**src/rtl/param_lifo_pkg.sv**
```systemverilog
// Shared types and helpers for the parametrised LIFO stack.
// Operation decode is kept here so the top only sequences state.
package param_lifo_pkg;

    typedef enum logic [1:0] {
        OP_IDLE,
        OP_PUSH,
        OP_POP,
        OP_REPL
    } op_e;

    function automatic int unsigned depth_of(input int unsigned aw);
        return 32'd1 << aw;
    endfunction

    // Rejected pushes/pops decode to OP_IDLE; a push+pop on an empty stack is a plain push.
    function automatic op_e decode_op(input logic psh, input logic pp,
                                      input logic is_empty, input logic is_full);
        op_e op;
        op = OP_IDLE;
        if (psh && pp) begin
            op = is_empty ? OP_PUSH : OP_REPL;
        end else if (psh) begin
            op = is_full ? OP_IDLE : OP_PUSH;
        end else if (pp) begin
            op = is_empty ? OP_IDLE : OP_POP;
        end
        return op;
    endfunction

endpackage

```
**src/rtl/lifo_ram.sv**
```systemverilog
// Storage for the entries below top-of-stack: synchronous write, asynchronous read.
module lifo_ram
    import param_lifo_pkg::*;
#(
    parameter int unsigned DATAWIDTH = 8,
    parameter int unsigned ADDRWIDTH = 4
) (
    input  logic                 clk_i,
    input  logic                 we_i,
    input  logic [ADDRWIDTH-1:0] waddr_i,
    input  logic [DATAWIDTH-1:0] wdata_i,
    input  logic [ADDRWIDTH-1:0] raddr_i,
    output logic [DATAWIDTH-1:0] rdata_o
);

    localparam int unsigned DEPTH = depth_of(ADDRWIDTH);

    logic [DATAWIDTH-1:0] mem_q [DEPTH];

    always_ff @(posedge clk_i) begin
        if (we_i) begin
            mem_q[waddr_i] <= wdata_i;
        end
    end

    assign rdata_o = mem_q[raddr_i];

endmodule

```
**src/rtl/param_lifo_stack.sv**
```systemverilog
// Push-down stack with registered top-of-stack, replace-top, occupancy count,
// almost-full threshold and sticky overflow/underflow flags.
module param_lifo_stack
    import param_lifo_pkg::*;
#(
    parameter int unsigned DATAWIDTH = 8,
    parameter int unsigned ADDRWIDTH = 4,
    parameter int unsigned AFULL_LVL = 14
) (
    input  logic                 Clk,
    input  logic                 Rst,
    input  logic                 En,
    input  logic                 push_i,
    input  logic                 pop_i,
    input  logic [DATAWIDTH-1:0] data_i,
    input  logic                 err_clr_i,
    output logic [DATAWIDTH-1:0] data_o,
    output logic [ADDRWIDTH:0]   count_o,
    output logic                 empty,
    output logic                 full,
    output logic                 almost_full,
    output logic                 ovf_o,
    output logic                 udf_o
);

    localparam int unsigned DEPTH = depth_of(ADDRWIDTH);
    localparam int unsigned CW    = ADDRWIDTH + 1;

    logic [CW-1:0]        count_q, count_d;
    logic [DATAWIDTH-1:0] tos_q, tos_d;
    logic                 ovf_q, ovf_d;
    logic                 udf_q, udf_d;

    logic                 psh, pp;
    logic                 is_empty, is_full;
    op_e                  op;

    logic                 ram_we;
    logic [ADDRWIDTH-1:0] ram_waddr, ram_raddr;
    logic [DATAWIDTH-1:0] ram_rdata;

    assign psh      = En & push_i;
    assign pp       = En & pop_i;
    assign is_empty = (count_q == '0);
    assign is_full  = (count_q == CW'(DEPTH));
    assign op       = decode_op(psh, pp, is_empty, is_full);

    // Address arithmetic in ADDRWIDTH bits: at N==DEPTH the low bits are 0, so N-2 still lands on DEPTH-2.
    assign ram_waddr = count_q[ADDRWIDTH-1:0] - ADDRWIDTH'(1);
    assign ram_raddr = count_q[ADDRWIDTH-1:0] - ADDRWIDTH'(2);
    assign ram_we    = ~Rst & (op == OP_PUSH) & ~is_empty;

    lifo_ram #(
        .DATAWIDTH(DATAWIDTH),
        .ADDRWIDTH(ADDRWIDTH)
    ) u_ram (
        .clk_i  (Clk),
        .we_i   (ram_we),
        .waddr_i(ram_waddr),
        .wdata_i(tos_q),
        .raddr_i(ram_raddr),
        .rdata_o(ram_rdata)
    );

    always_comb begin
        count_d = count_q;
        tos_d   = tos_q;
        unique case (op)
            OP_PUSH: begin
                count_d = count_q + CW'(1);
                tos_d   = data_i;
            end
            OP_POP: begin
                count_d = count_q - CW'(1);
                tos_d   = (count_q == CW'(1)) ? '0 : ram_rdata;
            end
            OP_REPL: tos_d = data_i;
            default: ;
        endcase
        // A fresh error in the same cycle as a clear leaves the flag set.
        ovf_d = (ovf_q & ~err_clr_i) | (psh & ~pp & is_full);
        udf_d = (udf_q & ~err_clr_i) | (pp & ~psh & is_empty);
    end

    always_ff @(posedge Clk) begin
        if (Rst) begin
            count_q <= '0;
            tos_q   <= '0;
            ovf_q   <= 1'b0;
            udf_q   <= 1'b0;
        end else begin
            count_q <= count_d;
            tos_q   <= tos_d;
            ovf_q   <= ovf_d;
            udf_q   <= udf_d;
        end
    end

    assign data_o      = tos_q;
    assign count_o     = count_q;
    assign empty       = is_empty;
    assign full        = is_full;
    assign almost_full = (count_q >= CW'(AFULL_LVL));
    assign ovf_o       = ovf_q;
    assign udf_o       = udf_q;

endmodule

```
**config.mk**
```make
export PLATFORM = sky130hd
export DESIGN_NAME = param_lifo_stack
export DESIGN_NICKNAME = d
export VERILOG_FILES = /design/src/rtl/param_lifo_pkg.sv /design/src/rtl/lifo_ram.sv /design/src/rtl/param_lifo_stack.sv
export SDC_FILE = /design/constraint.sdc
export NUM_CORES = 1
export LEC_CHECK = 0
export ABC_CLOCK_PERIOD_IN_PS = 8500
export CORE_UTILIZATION = 64
export CTS_CLUSTER_SIZE = 25
export DETAILED_ROUTE_END_ITERATION = 8
export PLACE_DENSITY = 0.84
export SLEW_MARGIN = 20
export SYNTH_ARGS = -nofsm -noshare
export SYNTH_HDL_FRONTEND = slang
export SYNTH_HIERARCHICAL = 1
export SYNTH_SLANG_ARGS = --single-unit
```
**constraint.sdc**
```tcl
create_clock -name Clk -period 8.5 [get_ports Clk]
set_input_delay 1.7 -clock Clk [delete_from_list [all_inputs] [get_ports Clk]]
set_output_delay 1.7 -clock Clk [all_outputs]
set_load 0.01 [all_outputs]
```
==> flow_metrics.tcl <==
set metrics [dict create \
    cts_tree "yes" \
    cts.sinks 143 \
    cp.required_ps 8640 \
    finalCritPeriodShare_pct 58.5 \
    htreeDepth 4 \
    cts_made_buffers 17 \
    post_cts_buffers 0 \
    p_sw_w 0.000495 \
    hp-class "flop to flop" \
    clock_path_buffers 2 \
    ir_drop_v 0.000174 \
    ys.flop_type "edfxtp_1" \
    dr.pass1.iters 5 \
    final_cells 528 \
    yosysWarningCount 6 \
    swShare_pct 26.9 \
    p_int_w 0.00135 \
    placed_area_sq_um 6520 \
    hold_buffers 0 \
    slew_headroom_pct 20.4 \
    place.detailed.hpwl_um 7760 \
    whs_path_depth 2 \
    drv_cap 0 \
    die_h_um 100 \
    max_freq_mhz 201 \
    final_cell_mix "edfxtp_1, clkdlybuf4s50_1, nor2_1, mux4_2" \
    synth_top_cell_area_share_pct 62.4 \
    area_growth_pct 15.5 \
    r2r_cells 9 \
    syn_nets 381 \
    netlist_top_cells_area "edfxtp_1, mux4_2, mux4_1, dfxtp_1, ha_1" \
    die_area_sq_um 10000 \
    crit_fanout 13 \
    fp.dieW_um 100 \
    synthArstFlopShare_pct 0 \
    end_kind "flop" \
    cp_top_family "simple AND/OR/NAND/NOR gates" \
    hold-path-endpoint "udf_o" \
    rows 35 \
    grt_max_degree 40 \
    nets 411 \
    ant_nets 0 \
    antenna_found_initial 0 \
    io_buffers 31 \
    cts_root_buffer "clkbuf_8" \
    drtIter0Drc 336 \
    pwr-share-comb_pct 15.9 \
    wl_per_cell_um 24.2 \
    path_clk_slew_ps 60 \
    drc 0 \
    reg2reg_from "count_o[0]" \
    synth_cell_types 47 \
    skew_ps 8.12 \
    startpoint_type "primary input" \
    cp.arrival_ps 5110 \
    fin_setup_tns_ps 0 \
    drv_slew 0 \
    synth_cells 356 \
    place_inst 496 \
    pwr-share-seq_pct 44.6 \
    yosysSeqAreaShare_pct 67.2 \
    rrSetupSlack_ps 3760 \
    clkLatencyLatePin_ps 510 \
    pwr-share-clk_pct 39.5 \
    antenna_cells 0 \
    io_pins 32 \
    yosysTopAreaCell "edfxtp_1" \
    crit_chain "clkdlybuf4s50_1 -> nand2_1 -> a21oi_1 -> ha_1 -> nor3b_1 -> or3b_2 -> nor3_1" \
    path_class "primary input to flop" \
    overflow 0 \
    hold_path.startpoint "udf_o" \
    stdcell_area_sq_um 7120 \
    rsz0062_at_grt "false" \
    synth_area_per_cell_sq_um 17.3 \
    vias 3416 \
    start_util_pct 66.4 \
    drive_gt1_share_pct 17.5 \
    totalPowerFinal_w 0.00184 \
    status "complete, no violations" \
    grt_pass1_vias 3362 \
    setup_violations 0 \
    ys_ff_latch 143 \
    synth_edf_count 128 \
    p_leak_nw 2.42 \
    core_sq_um 9280 \
    powerDensity_nw_per_um2 259 \
    grtUsageTotal_pct 27.2 \
    cpPeakStageDelay_ps 790 \
    hold_viol_final 0 \
    grt_pass1_wl_um 19000 \
    r2r-end "u_ram/mem_q[0][6]" \
    final_common_cell "edfxtp_1" \
    cts_resized 0 \
    synth_area_sq_um 6160 \
    cp_num_buf_inv 1 \
    hold_ws_ps 479 \
    routabilityCongestion 0.931 \
    via_per_inst 6.47 \
    drt_wl_total_um 12800 \
    cpMaxStageDelayCell "nor3_1" \
    tightest_slew_ps 1180 \
    period_minus_slack_ps 4970 \
]
[worst max path at each step]
stage	start	end	slack, ps	depth (start not counted)
floorplan	pop_i	u_ram/mem_q[0][0]	4340	7
global placement	En	u_ram/mem_q[0][2]	3220	7
detailed placement	En	u_ram/mem_q[0][3]	3100	7
CTS	En	u_ram/mem_q[0][4]	3610	7
global route	En	u_ram/mem_q[0][4]	3290	7
finish	En	u_ram/mem_q[0][6]	3530	7
[worst reg2reg max path: cells and delay by family (launching register included)]
| kind | cells | cell delay, ps |
|---|---|---|
| simple gates | 4 | 2500 |
| buf+inv | 2 | 730 |
| fa+ha+maj | 2 | 480 |
| compound gates | 1 | 350 |
| flops | 1 | 310 |
[through the flow]
| stage | worst slack (ps) | utilization (%) |
|---|---|---|
| after global placement | 3220 | 70.2 |
| after detailed placement | 3100 | 70.2 |
| after CTS | 3610 | 76.5 |
| after global routing | 3290 | 76.6 |
| after floorplan | 4340 | - |
| final | 3530 | 76.6 |
[synthesized netlist by cell type (all sizes together) (3+ instances only)]
| master | number |
|---|---|
| a221oi | 8 |
| dfxtp | 15 |
| edfxtp | 128 |
| buf | 11 |
| o31ai | 8 |
| ha | 11 |
| mux4 | 32 |
| clkbuf | 11 |
| xor2 | 4 |
| nand2b | 5 |
| a21oi | 5 |
| nor2b | 3 |
| clkdlybuf4s25 | 3 |
| nor3 | 4 |
| nand2 | 13 |
| nand3b | 3 |
| a31o | 8 |
| a22oi | 16 |
| inv | 16 |
| o2111ai | 8 |
| nor2 | 18 |
[final cells by class]
cell class / instances / area, sq um
Clock inverter: 15 / 176
Sequential cell: 143 / 4150
Clock buffer: 17 / 414
Timing Repair Buffer: 36 / 348
Tap cell: 129 / 161
Multi-Input combinational cell: 172 / 1810
Fill cell: 533 / 2170
Inverter: 16 / 60.1
[metal layers]
| metal | wire [um] | up-vias | GRT usage, % |
|---|---|---|---|
| li1 | - | 1511 | - |
| met1 | 4970 | 1673 | 36.4 |
| met2 | 6430 | 207 | 44.3 |
| met3 | 1190 | 25 | 7.03 |
| met4 | 211 | 0 | 9.14 |
| met5 | 0 | - | 0 |
[sequential cells by signal, summed over array words and instances (netlist names)]
register / cells
u_ram/mem_q: 128
data_o: 8
count_o: 5
ovf_o: 1
udf_o: 1
[kinds of logic (layout without fill, tap and decap cells)]
group                      after synthesis  count (layout)  share of synthesized area [%]
DFF                                    143             143                           67.2
and+or+nand+nor                         62              62                           5.77
AOI/OAI and AO/OA                       59              59                           7.43
buffers and inverters                   41              84                           3.53
muxes                                   35              35                           13.1
adders and majority gates               11              11                           2.23
xor gates and xnor gates                 5               5                          0.711
[power by group through the flow]
stage | Clock, W | Sequential (W) | Combinational, W
after global routing | 0.000765 | 0.000823 | 0.000312
after floorplan | 0 | 0.000833 | 0.000198
after CTS | 0.000736 | 0.000822 | 0.000289
final | 0.000727 | 0.000821 | 0.000293
after detailed placement | 0 | 0.000837 | 0.000284
after global placement | 0 | 0.000834 | 0.000277
Power figures use the tool's default switching activity.
